`src/rtl/ram_write_ctrl.sv`:
```
// Write-port front end for the RAM system: synchronizes the raw switches and key,
// debounces the key, and issues one wr_en strobe per press with captured address/data.
module ram_write_ctrl #(
  parameter int DEBOUNCE_CYCLES = 500000,
  parameter int ADDR_W          = 5,
  parameter int DATA_W          = 4,
  parameter int CNT_W           = 8
) (
  input  logic              clk,
  input  logic              reset,
  input  logic              key_n,
  input  logic [ADDR_W-1:0] sw_addr,
  input  logic [DATA_W-1:0] sw_data,
  output logic              wr_en,
  output logic [ADDR_W-1:0] wr_addr,
  output logic [DATA_W-1:0] wr_data,
  output logic              key_pressed,
  output logic [CNT_W-1:0]  write_count
);

  localparam int CW = $clog2(DEBOUNCE_CYCLES);
  localparam logic [CW-1:0] CNT_MAX = CW'(DEBOUNCE_CYCLES - 1);

  typedef enum logic [2:0] {IDLE, ARM, FIRE, HELD, DISARM} state_t;

  state_t            state, state_next;
  logic [CW-1:0]     cnt, cnt_next;
  logic              capture, bump;

  logic              key_meta, key_s;
  logic [ADDR_W-1:0] addr_meta, addr_s;
  logic [DATA_W-1:0] data_meta, data_s;

  // Key flops reset to 1 so a reset looks like a released key.
  always_ff @(posedge clk or posedge reset) begin
    if (reset) begin
      key_meta  <= 1'b1;
      key_s     <= 1'b1;
      addr_meta <= '0;
      addr_s    <= '0;
      data_meta <= '0;
      data_s    <= '0;
    end else begin
      key_meta  <= key_n;
      key_s     <= key_meta;
      addr_meta <= sw_addr;
      addr_s    <= addr_meta;
      data_meta <= sw_data;
      data_s    <= data_meta;
    end
  end

  always_ff @(posedge clk or posedge reset) begin
    if (reset) begin
      state       <= IDLE;
      cnt         <= '0;
      wr_addr     <= '0;
      wr_data     <= '0;
      write_count <= '0;
    end else begin
      state <= state_next;
      cnt   <= cnt_next;
      if (capture) begin
        wr_addr <= addr_s;
        wr_data <= data_s;
      end
      if (bump) write_count <= write_count + CNT_W'(1);
    end
  end

  // Press and release are each debounced by a full run of stable cycles.
  always_comb begin
    state_next = state;
    cnt_next   = cnt;
    capture    = 1'b0;
    bump       = 1'b0;
    case (state)
      IDLE: begin
        if (!key_s) begin
          state_next = ARM;
          cnt_next   = '0;
        end
      end
      ARM: begin
        if (key_s) begin
          state_next = IDLE;
          cnt_next   = '0;
        end else if (cnt == CNT_MAX) begin
          state_next = FIRE;
          capture    = 1'b1;
        end else begin
          cnt_next = cnt + CW'(1);
        end
      end
      FIRE: begin
        state_next = HELD;
        bump       = 1'b1;
      end
      HELD: begin
        if (key_s) begin
          state_next = DISARM;
          cnt_next   = '0;
        end
      end
      DISARM: begin
        if (!key_s) begin
          state_next = HELD;
          cnt_next   = '0;
        end else if (cnt == CNT_MAX) begin
          state_next = IDLE;
        end else begin
          cnt_next = cnt + CW'(1);
        end
      end
      default: begin
        state_next = IDLE;
        cnt_next   = '0;
      end
    endcase
  end

  assign wr_en       = (state == FIRE);
  assign key_pressed = (state == FIRE) || (state == HELD) || (state == DISARM);

endmodule

```
`config.mk`:
```
export PLATFORM = sky130hd
export DESIGN_NAME = ram_write_ctrl
export DESIGN_NICKNAME = d
export VERILOG_FILES = /design/src/rtl/ram_write_ctrl.sv
export SDC_FILE = /design/constraint.sdc
export NUM_CORES = 1
export LEC_CHECK = 0
export CORE_ASPECT_RATIO = 1.5
export CORE_UTILIZATION = 34
export CTS_CLUSTER_SIZE = 8
export DETAILED_ROUTE_END_ITERATION = 10
export PLACE_DENSITY = 0.63
export SETUP_SLACK_MARGIN = 0.3
export SYNTH_ARGS = -nofsm -noshare
export SYNTH_HDL_FRONTEND = slang
export SYNTH_SLANG_ARGS = --single-unit
```
`constraint.sdc`:
```
create_clock -name clk -period 2.81 [get_ports clk]
set_clock_uncertainty 0.05 [all_clocks]
set_input_delay 0.562 -clock clk [delete_from_list [all_inputs] [get_ports clk]]
set_output_delay 0.562 -clock clk [all_outputs]
set_load 0.01 [all_outputs]
```
* Word-level counts from Yosys, hierarchy flattened
Cells that the tools add are included.
** Cells by class
- Mux-type cells :: 17
- Equal/unequal tests :: 9
- Reduce and logical (&&, ||, !) cells :: 5
- Add/subtract/negate cells :: 2
- Bitwise operators :: 1
** Operator list (count)
- $mux 19 :: 5
- $pmux 19 s5 :: 1
- $add 19x1->19 const B :: 1
- $eq 19x19->1 const B :: 1
- $mux 3 :: 6
- $pmux 3 s5 :: 1
- $add 8x1->8 const B :: 1
- $eq 3x2->1 const B :: 2
- $ne 3x3->1 const B :: 2
- $mux 1 :: 4
- $ne 2x2->1 const B :: 2
- $reduce_and 4->1 :: 1
- $eq 3x1->1 const B :: 1
- $eq 3x3->1 const B :: 1
- $logic_not 3->1 :: 1
- $reduce_and 3->1 :: 1
- $logic_or 1x1->1 :: 2
- $not 1->1 :: 1
** Storage, ports and cells
- Logic and storage cells :: 45
- Output and inout port bits :: 19
- Register bits after elaboration :: 59
- Input bits :: 12

* Longest topological paths before layout
Gate-level depths: netlist of the first run.
- Word-level depth :: 4
- Gate-level depth with buffers :: 8
- Depth with buffers taken out :: 6

* Worst setup path before layout of the first run
OpenSTA, ideal clock, no wires.
- Kind :: register -> register
- Start :: register cnt[10]
- End :: register wr_addr[0]
- Required time :: 2.635 ns
- Period minus slack after synthesis :: 1.751 ns
- Buffers on the path :: 1
- Stages on the path, launching flop included :: 7
- Library setup time :: 0.125 ns
- Slack :: 1.059 ns
- Arrival time :: 1.576 ns
- Cells stage by stage :: dfrtp_1 nor4bb_1 nand4_1 nor3_2 and3_1 buf_6 mux2_4
** Between the ends
- Word-level cells in the longest chain between the ends :: 4
** RTL lines
- start, declared :: line 27 : logic [CW-1:0] cnt, cnt_next;
- start signal, assigned :: line 62 : cnt <= cnt_next;
- $eq 19x19->1 :: line 88 : end else if (cnt == CNT_MAX) begin
- $mux 1 :: line 88
- $mux 1 :: line 85 : if (key_s) begin
- $mux 1 :: line 77 : case (state)
- end signal, assigned :: line 64 : wr_addr <= addr_s;
- end, declared :: line 15 : output logic [ADDR_W-1:0] wr_addr,
No other way between the ends.
A chain may end at the register's enable or synchronous reset.

* Worst setup path in the final report of the first run
- Start :: register state[1]
- End :: output port wr_en
** Between the ends
- Word-level cells in the longest chain between the ends :: 1
** RTL lines
- start, declared :: line 26 : state_t state, state_next;
- start signal, assigned :: line 61 : state <= state_next;
- $eq 3x2->1 :: line 122 : assign wr_en = (state == FIRE);
- end, declared :: line 14 : output logic wr_en,
No other way between the ends.

==> results of run 1 <==
layout by cell type, fill, tap and decap left out, types with 3 or more instances in the layout:
| master | count |
|---|---|
| a21oi_1 | 5 |
| and2_1 | 3 |
| and3_1 | 4 |
| and4_1 | 3 |
| clkbuf_8 | 9 |
| clkdlybuf4s50_1 | 30 |
| dfrtp_1 | 57 |
| inv_1 | 3 |
| mux2_4 | 9 |
| nand2_1 | 12 |
| nand3_1 | 8 |
| nand4_1 | 11 |
| nor2_1 | 19 |
| nor3_1 | 5 |
| o21ai_0 | 3 |
| o31ai_1 | 5 |
| or3_1 | 3 |
| xnor2_1 | 5 |
| xor2_1 | 12 |
metrics by stage:
| stage | setup slack (ps) | instance area [sq um] | utilization, % | hold slack (ps) |
|---|---|---|---|---|
| after detailed placement | 622.3 | 2953 | 40.86 | 284.7 |
| after global placement | 702.5 | 2953 | 40.86 | 282.1 |
| after global routing | 327.2 | 3162 | 43.75 | 304.2 |
| after floorplan | 745.0 | 2542 | - | 281.2 |
| final | 423.2 | 3162 | 43.75 | 297.0 |
| after CTS | 391.2 | 3162 | 43.75 | 299.9 |
worst max-delay path, stage by stage (launching register included):
cell and delay (ps):
dfrtp_1 490, nor3b_4 220, buf_4 180, clkdlybuf4s50_1 540
final cells by class:
type | instances | area, sq um | area share, %
flip-flops and latches | 59 | 1479 | 46.77
multi-input cells | 139 | 1006 | 31.82
repair buffers | 32 | 327.8 | 10.37
clock buffers | 11 | 131.4 | 4.155
well taps | 100 | 125.1 | 3.957
clock inverters | 5 | 77.57 | 2.454
inverters | 4 | 15.01 | 0.4749
layer usage:
layer | up-vias | routed length [um] | global-route usage (%)
met3 | 15 | 194 | 5.150
li1 | 819 | - | -
met1 | 840 | 1922 | 13.89
met2 | 47 | 2239 | 20.76
met4 | 0 | 191 | 9.804
met5 | - | 0 | 0
worst max path at each step:
stage / end / from
after floorplan: addr_meta[0] / reset
after global placement: wr_addr[3] / cnt[11]
after detailed placement: wr_addr[2] / cnt[11]
after CTS: wr_en / state[1]
after global routing: wr_en / state[1]
final: wr_en / state[1]
logic make-up after synthesis:
group / Yosys count
AO/OA/AOI/OAI: 25
XOR/XNOR: 17
adder cells (fa/ha/maj): 2
buffers and inverters: 10
flip-flops: 59
multiplexers: 11
AND/OR/NAND/NOR: 84
state kept, by name, indices dropped and copies added, names as in the netlist:
name         flops
key_meta         1
cnt             19
write_count      8
addr_meta        5
data_s           4
data_meta        4
wr_data          4
addr_s           5
state            3
wr_addr          5
key_s            1
power breakdown:
part           leakage, nW  switching, mW  total (mW)  internal, mW
Clock                0.103          0.310       0.806         0.496
Sequential           0.771         0.0160       0.889         0.873
Combinational        0.493         0.0448      0.0768        0.0320
==> out/metrics.yaml, run 1 <==
hold_path:
  hold_end: "addr_s[2]"
  hp-class: "register to register"
  whs_path_depth: 0
  min-delay-start: "addr_meta[2]"
synth:
  yosys.area_share.simple_pct: 20.08
  synth_top_cell_area_share_pct: 56.10
  async_flop_share_pct: 100.0
  syn_area_sq_um: 2542
  synth.area.mux_share_pct: 6.152
  yosys-top-cells-area: "dfrtp_1 56%, mux2_4 5.3%, xor2_1 4.1%, nor2_1 2.8%, nand4_1 2.7%"
  synthAdderAreaFrac_pct: 0.9843
  yosysMostFrequentCell: "dfrtp_1"
  syn-num-nets: 222
  synth_ff_type: "dfrtp_1"
  synthTopCellsByCount: "57 x dfrtp_1, 19 x nor2_1, 12 x nand2_1, 12 x xor2_1, 11 x nand4_1"
  synth_cell_type_count: 44
  synth_top_family_by_area: "simple AND/OR/NAND/NOR gates"
  synth_compound_area_share_pct: 6.496
  syn_inst: 208
  synth-edff-count: 0
  yosysSeqAreaShare_pct: 58.17
  synth_top_cell_by_area: "dfrtp_1"
  ys_ff_latch: 59
  synth_xor_area_share_pct: 5.856
  synth_area_per_cell_sq_um: 12.22
  yosysWarnings: 0
power:
  p_per_area_nw_per_um2: 560.5
  p_leak_nw: 1.367
  power_mw: 1.772
  ir_worst_vdd_v: 0.0002905
route:
  routed_wl_mm: 4.548
  vias: 1721
  drc: 0
  wl_per_cell_um: 12.99
  drt_first_pass_iters: 4
  ant_nets: 0
  avgViaCountPerCell: 4.917
  first_iter_violations: 92
critical_path:
  required_ps: 2200
  reg2reg_from: "cnt[11]"
  crit_fanout: 8
  worst_r2r_path_depth: 5
  crit_type: "register to output port"
  reg2reg_slack_ps: 620
  startpoint_type: "register"
  cp-end-kind: "output port"
  timing.rr.end: "wr_addr[1]"
  critPathArrivalTime_ps: 1770
clock_network:
  clock_path_buffers: 2
  insertion_delay_ps: 340
  cts-resized-gates: 0
  cts_tree: "done"
  htreeDepth: 3
  hold_buffers: 0
  clk_pin_slew_ps: 60
  clock-sinks: 59
  clock_tree.root_cell: "clkbuf_8"
  cts_setup_buffers: 0
  cts_made_buffers: 9
timing:
  hold_viol: 0
  rsz0062_at_grt: "no"
  fin_tns_setup_ps: 0
  max_slew.worst_pin.slew_ps: 599.9
  slew_viol_final: 0
  min_period_ps: 2387
  finalSetupViolations: 0
  fin_crit_sh_pct: 84.94
  max_freq_ghz: 0.4190
  relSlewSlack_pct: 60.01
placement:
  portBuffers: 30
  hpwlAfterDp_mm: 3.223
  place.gp.congestion: 0.8781
  dpl.cell_count: 334
global_route:
  grt_max_degree: 48
  grt_pass1_wl_mm: 7.590
  track_usage_pct: 13.11
  grt_pass1_vias: 1685
  grt_antenna_before_repair: 0
  gr-total-overflow: 0
die:
  initial_core_util_pct: 35.18
  rows: 38
  core_area_sq_um: 7227
  dieHeight_um: 107.9
  ios: 31
  dieArea_sq_um: 7835
  die_w_um: 72.61
layout:
  final_nets: 259
  areaGrowthSynthToFinish_pct: 24.36
  n_fill_cell: 674
  antenna_cells: 0
  drive_gt1_share_pct: 14.80
  finalNonFillerCells: 350
run:
  maxCapViolations: 0
outcome:
  outcome: "finished clean"
Note: power is estimated with default switching activity, not from simulation.
==> run 2, diff against run 1 <==
- PLACE_DENSITY: 0.63 -> 0.65
- clock period: 2.81 -> 2.1 ns (I/O delays scaled with it)
==> out/metrics.yaml, run 2 (synthesis results as in run 1) <==
power:
  ir_worst_vdd_v: 0.0002880  # -0.84%
  p_per_area_nw_per_um2: 717.7  # +28%
  p_clk_share_pct: 45.8  # +0.3 points
  p_int_mw: 1.933  # +38%
  switchingPower_uw: 510.7  # +38%
  seqPwrFrac_pct: 48.7  # -1.5 points
  p_comb_share_pct: 5.5  # +1.2 points
  p_leak_nw: 1.528  # +12%
  p_sw_share_pct: 20.90  # -0.041 points
route:
  drc: 0  # unchanged
  wl_per_cell_um: 13.90  # +6.9%
  ant_nets: 0  # unchanged
  drt_first_pass_iters: 4  # unchanged
  routed_wl_mm: 5.197  # +14%
  first_iter_violations: 90  # -2.2%
  vias: 1870  # +8.7%
  avgViaCountPerCell: 5.000  # +1.7%
clock_network:
  insertion_delay_ps: 330  # about the same
  cts_tree: "done"
  clock_path_buffers: 2  # unchanged
  clock_tree.root_cell: "clkbuf_8"
  clk_pin_slew_ps: 60  # about the same
  htreeDepth: 3  # unchanged
  clock-sinks: 59  # unchanged
  cts_made_buffers: 9  # unchanged
critical_path:
  crit_fanout: 6  # -2
  cp_slowest_cell: "dfrtp_1"
  cp_cell_sequence: "nor4b_1 > nand4_1 > buf_4 > or2_1 > a21oi_1 > a21o_1"
  worst_r2r_path_depth: 6  # +1
  cp-end-kind: "register"
  worst-path-buf-inv: 1  # -1
  crit_cells: 6  # +3
  cpPeakStageDelay_ps: 470  # -70 ps
  reg2reg_slack_ps: 190  # -430 ps
  reg2reg_from: "cnt[9]"
  critPathArrivalTime_ps: 2130  # +360 ps
  cp_top_family: "simple AND/OR/NAND/NOR gates"
  crit_type: "register to register"
  required_ps: 2320  # +120 ps
  startpoint_type: "register"
  timing.rr.end: "cnt[16]"
timing:
  fin_crit_sh_pct: 90.99
  fin_tns_setup_ps: 0  # unchanged
  relSlewSlack_pct: 77.98  # +18 points
  min_period_ps: 1911
  rsz0062_at_grt: "yes"
  slew_viol_final: 0  # unchanged
  max_slew.worst_pin.slew_ps: 328.4  # -271.4 ps
  max_freq_ghz: 0.5234
  hold_ws_ps: 298.3  # +1.296 ps
  finalSetupViolations: 0  # unchanged
  hold_viol: 0  # unchanged
global_route:
  grt_antenna_before_repair: 0  # unchanged
  track_usage_pct: 13.95  # +0.84 points
  grt_pass1_wl_mm: 8.121  # +7.0%
  grt_max_degree: 60  # +25%
  gr-total-overflow: 0  # unchanged
  grt_pass1_vias: 1768  # +4.9%
hold_path:
  whs_path_depth: 0  # unchanged
  min-delay-start: "data_meta[0]"
  hold_end: "data_s[0]"
  hp-class: "register to register"
outcome:
  outcome: "finished clean"
die:
  dieArea_sq_um: 7835  # unchanged
  initial_core_util_pct: 35.18  # unchanged
  ios: 31  # unchanged
  dieHeight_um: 107.9  # unchanged
  die_w_um: 72.61  # unchanged
  rows: 38  # unchanged
  core_area_sq_um: 7227  # unchanged
run:
  maxCapViolations: 0  # unchanged
layout:
  n_fill_cell: 669  # -0.74%
  drive_gt1_share_pct: 27.01  # +12 points
  antenna_cells: 0  # unchanged
  final_nets: 283  # +9.3%
  largest_reg_flops: 19  # unchanged
  final_cell_mix: "52 x dfrtp_1, 26 x clkdlybuf4s50_1, 24 x buf_4, 19 x nor2_1"
  regArea_sq_um: 1485  # +0.42%
  mostFrequentLayoutCell: "dfrtp_1"
  top_register: "cnt"
  final_util_pct: 47.13  # +3.4 points
  areaGrowthSynthToFinish_pct: 33.96
  multi_input_area_sq_um: 1042  # +3.6%
  top_regs: "cnt (19), write_count (8)"
placement:
  hpwlAfterDp_mm: 3.269  # +1.4%
  portBuffers: 30  # unchanged
  place.gp.congestion: 0.9598  # +9.3%
==> run 2: changes by cell type in the layout (fill, tap and decap cells not counted), sizes merged <==
cell	before	now
buf	2	26
clkbuf	11	14
clkdlybuf4s50	30	26
dlymetal6s2s	0	2
inv	4	3
==> run 2: power groups by stage <==
| stage | Sequential (mW) | Combinational (mW) | Clock, mW |
|---|---|---|---|
| finish | 1.19 | 0.134 | 1.12 |
| global route | 1.19 | 0.149 | 1.21 |
| CTS | 1.19 | 0.111 | 1.16 |
| detailed placement | 1.21 | 0.110 | 0 |
| global placement | 1.21 | 0.109 | 0 |
| floorplan | 1.21 | 0.0686 | 0 |
==> run 2: through the flow <==
step	total power [mW]	setup slack (ps)	cells	instance area (sq um)
after floorplan	1.274	349.2	208	2546
after global placement	1.319	216.9	339	3007
after detailed placement	1.321	178.5	339	3007
after CTS	2.458	239.3	364	3306
after global routing	2.547	45.39	374	3406
final	2.444	189.3	374	3406
==> run 2: worst max path at each step <==
| stage | startpoint | slack [ps] | end |
|---|---|---|---|
| after floorplan | cnt[10] | 350 | wr_addr[0] |
| after global placement | cnt[11] | 220 | wr_data[1] |
| after detailed placement | cnt[6] | 180 | wr_addr[3] |
| after CTS | cnt[11] | 240 | wr_addr[3] |
| after global routing | cnt[10] | 50 | wr_addr[2] |
| final | cnt[9] | 190 | cnt[16] |
==> run 2: area by class of cell <==
type,instances,area share [%]
tap,100,3.674
clock inverter,4,2.168
timing repair buffer,56,15.14
inverter,4,0.5511
sequential,59,43.61
multi-input combinational,139,30.60
clock buffer,12,4.262
==> run 2: what timing repair did <==
action	in CTS	in global routing
buffers inserted	9	10
pin swaps	2	0
gates resized for setup	8	12
endpoints found under the setup margin	15	32
hold buffers	0	0
==> run 2: layer usage <==
metal  GRT usage [%]  vias to the layer above  part of all wire (%)
met5               0                        -                     0
met4           9.104                        0                   3.8
met3           4.963                       20                   4.3
met2           22.96                       54                    53
met1           14.89                      924                    39
li1                -                      872                     -
==> run 3, diff against run 2 <==
==> constraint.sdc (replaced) <==
create_clock -name clk -period 2.1 [get_ports clk]
set_clock_uncertainty 0.05 [all_clocks]
set_input_delay 0.315 -clock clk [delete_from_list [all_inputs] [get_ports clk]]
set_output_delay 0.315 -clock clk [all_outputs]
set_load 0.01 [all_outputs]
==> out/metrics.yaml, run 3 (synthesis results as in run 1) <==
outcome:
  outcome: "finished clean"
global_route:
  grt_max_degree: 37  # -38%
  grt_antenna_before_repair: 0  # unchanged
  track_usage_pct: 13.78  # -0.17 points
  grt_pass1_wl_mm: 8.086  # -0.43%
  grt_pass1_vias: 1778  # +0.57%
  gr-total-overflow: 0  # unchanged
hold_path:
  whs_path_depth: 0  # unchanged
  min-delay-start: "addr_meta[2]"
  hold_end: "addr_s[2]"
  hp-class: "register to register"
route:
  vias: 1817  # -2.8%
  wl_per_cell_um: 13.27  # -4.5%
  drc: 0  # unchanged
  wl_met3_um: 211  # -6.2%
  drt-met1-wl_mm: 1.970  # -2.3%
  first_iter_violations: 107  # +19%
  drt_first_pass_iters: 4  # unchanged
  routed_wl_mm: 4.895  # -5.8%
  top_layer: "met4"
  avgViaCountPerCell: 4.924  # -1.5%
  route.met2.wl_mm: 2.535  # -8.1%
  ant_nets: 0  # unchanged
clock_network:
  clock_path_buffers: 2  # unchanged
  clock_tree.root_cell: "clkbuf_8"
  clock-sinks: 59  # unchanged
  cts_tree: "done"
  hold_buffers: 0  # unchanged
  clk_pin_slew_ps: 60  # about the same
  cts_made_buffers: 9  # unchanged
  insertion_delay_ps: 330  # about the same
  htreeDepth: 3  # unchanged
layout:
  largest_reg_flops: 19  # unchanged
  final_nets: 278  # -1.8%
  drive_gt1_share_pct: 29.00  # +2.0 points
  areaGrowthSynthToFinish_pct: 35.38
  final_cell_mix: "49 x dfrtp_1, 28 x clkdlybuf4s50_1, 18 x nor2_1, 16 x buf_4"
  antenna_cells: 0  # unchanged
  mostFrequentLayoutCell: "dfrtp_1"
  top_register: "cnt"
  top_regs: "cnt (19), write_count (8)"
  final_util_pct: 47.63  # +0.50 points
placement:
  portBuffers: 30  # unchanged
  hpwlAfterDp_mm: 3.329  # +1.8%
  place.gp.congestion: 0.9225  # -3.9%
  pre_cts_ws_ps: 189.0  # +10.56 ps
critical_path:
  worst_r2r_path_depth: 6  # unchanged
  cp_cell_sequence: "nor4b_2 > nand4b_1 > nor3_2 > and3_4 > buf_12 > mux2_4"
  cp_slowest_cell: "dfrtp_2"
  crit_fanout: 9  # +3
  startpoint_type: "register"
  cp-end-kind: "register"
  cpPeakStageDelay_ps: 450  # -20 ps
  reg2reg_from: "cnt[7]"
  critPathArrivalTime_ps: 2030  # -100 ps
  crit_type: "register to register"
  reg2reg_slack_ps: 230  # +40 ps
  timing.rr.end: "wr_addr[1]"
  required_ps: 2260  # -60 ps
die:
  core_area_sq_um: 7227  # unchanged
  dieHeight_um: 107.9  # unchanged
  dieArea_sq_um: 7835  # unchanged
  ios: 31  # unchanged
  initial_core_util_pct: 35.18  # unchanged
  die_w_um: 72.61  # unchanged
  rows: 38  # unchanged
timing:
  rsz0062_at_grt: "yes"
  fin_tns_setup_ps: 0  # unchanged
  relSlewSlack_pct: 78.95  # +0.96 points
  timing.final.ws_setup_ps: 230.8  # +41.57 ps
  max_slew.worst_pin.slew_ps: 313.4  # -15.00 ps
  slew_viol_final: 0  # unchanged
  max_freq_ghz: 0.5350  # +2.2%
  hold_ws_ps: 296.2  # -2.093 ps
  fin_crit_sh_pct: 89.01  # -2.0 points
  hold_viol: 0  # unchanged
  min_period_ps: 1869  # -41.57 ps
  finalSetupViolations: 0  # unchanged
power:
  ir_worst_vdd_v: 0.0002993  # +3.9%
  p_leak_nw: 1.478  # -3.3%
  power_mw: 2.559  # +4.7%
  p_per_area_nw_per_um2: 743.4  # +3.6%
run:
  maxCapViolations: 0  # unchanged
[run 3: cell types whose count changed in the layout (fill, tap and decap cells not counted), moves of 2 or more]
cell,change
buf_4,-8
buf_6,+3
clkdlybuf4s50_1,+2
dfrtp_1,-3
dfrtp_2,+3
dlymetal6s2s_1,-2
nor4bb_1,-2
nor4bb_2,+2
[run 3: area by class of cell]
type	count	area (sq um)
flip-flops and latches	59	1489
clock buffers	12	145.1
clock inverters	4	97.59
fillers	649	3785
repair buffers	51	488.0
multi-input cells	139	1079
well taps	100	125.1
inverters	4	18.77
[run 3: worst max-delay path by stage]
| stage | startpoint | to | slack [ps] | depth (start not counted) |
|---|---|---|---|---|
| 6_report | cnt[7] | wr_addr[1] | 230 | 6 |
| 5_1_grt | cnt[6] | wr_addr[3] | 120 | 6 |
| 4_1_cts | cnt[11] | wr_addr[1] | 250 | 6 |
| 3_5_place_dp | cnt[6] | wr_data[1] | 190 | 6 |
| 3_3_place_gp | cnt[11] | wr_data[1] | 220 | 6 |
| 2_1_floorplan | cnt[10] | wr_addr[0] | 350 | 6 |
[run 3: layer usage]
| metal | up-vias | global-route usage [%] |
|---|---|---|
| met1 | 904 | 14.67 |
| li1 | 856 | - |
| met5 | - | 0 |
| met3 | 16 | 4.963 |
| met2 | 41 | 22.56 |
| met4 | 0 | 9.244 |
[run 3: critical path: cells and delay by family, from the launching register on]
| kind | cells | cell delay (ps) |
|---|---|---|
| AND/OR/NAND/NOR | 4 | 820 |
| flip-flops | 1 | 450 |
| buffers and inverters | 1 | 140 |
| multiplexers | 1 | 300 |
[run 3: stage by stage]
| step | instances | instance area (sq um) |
|---|---|---|
| 2_1_floorplan | 208 | 2546 |
| 3_3_place_gp | 341 | 3022 |
| 3_5_place_dp | 341 | 3022 |
| 4_1_cts | 364 | 3346 |
| 5_1_grt | 369 | 3442 |
| 6_report | 369 | 3442 |
[run 3: power by group]
group / switching (mW) / total, mW / internal [mW]
registers: 0.0173 / 1.19 / 1.17
logic: 0.0730 / 0.132 / 0.0589
clock network: 0.420 / 1.24 / 0.822
[run 3: what timing repair did]
item / CTS / global route
pin swaps: 3 / 7
setup endpoints to repair: 18 / 26
resized for setup: 12 / 19
buffers inserted: 7 / 5
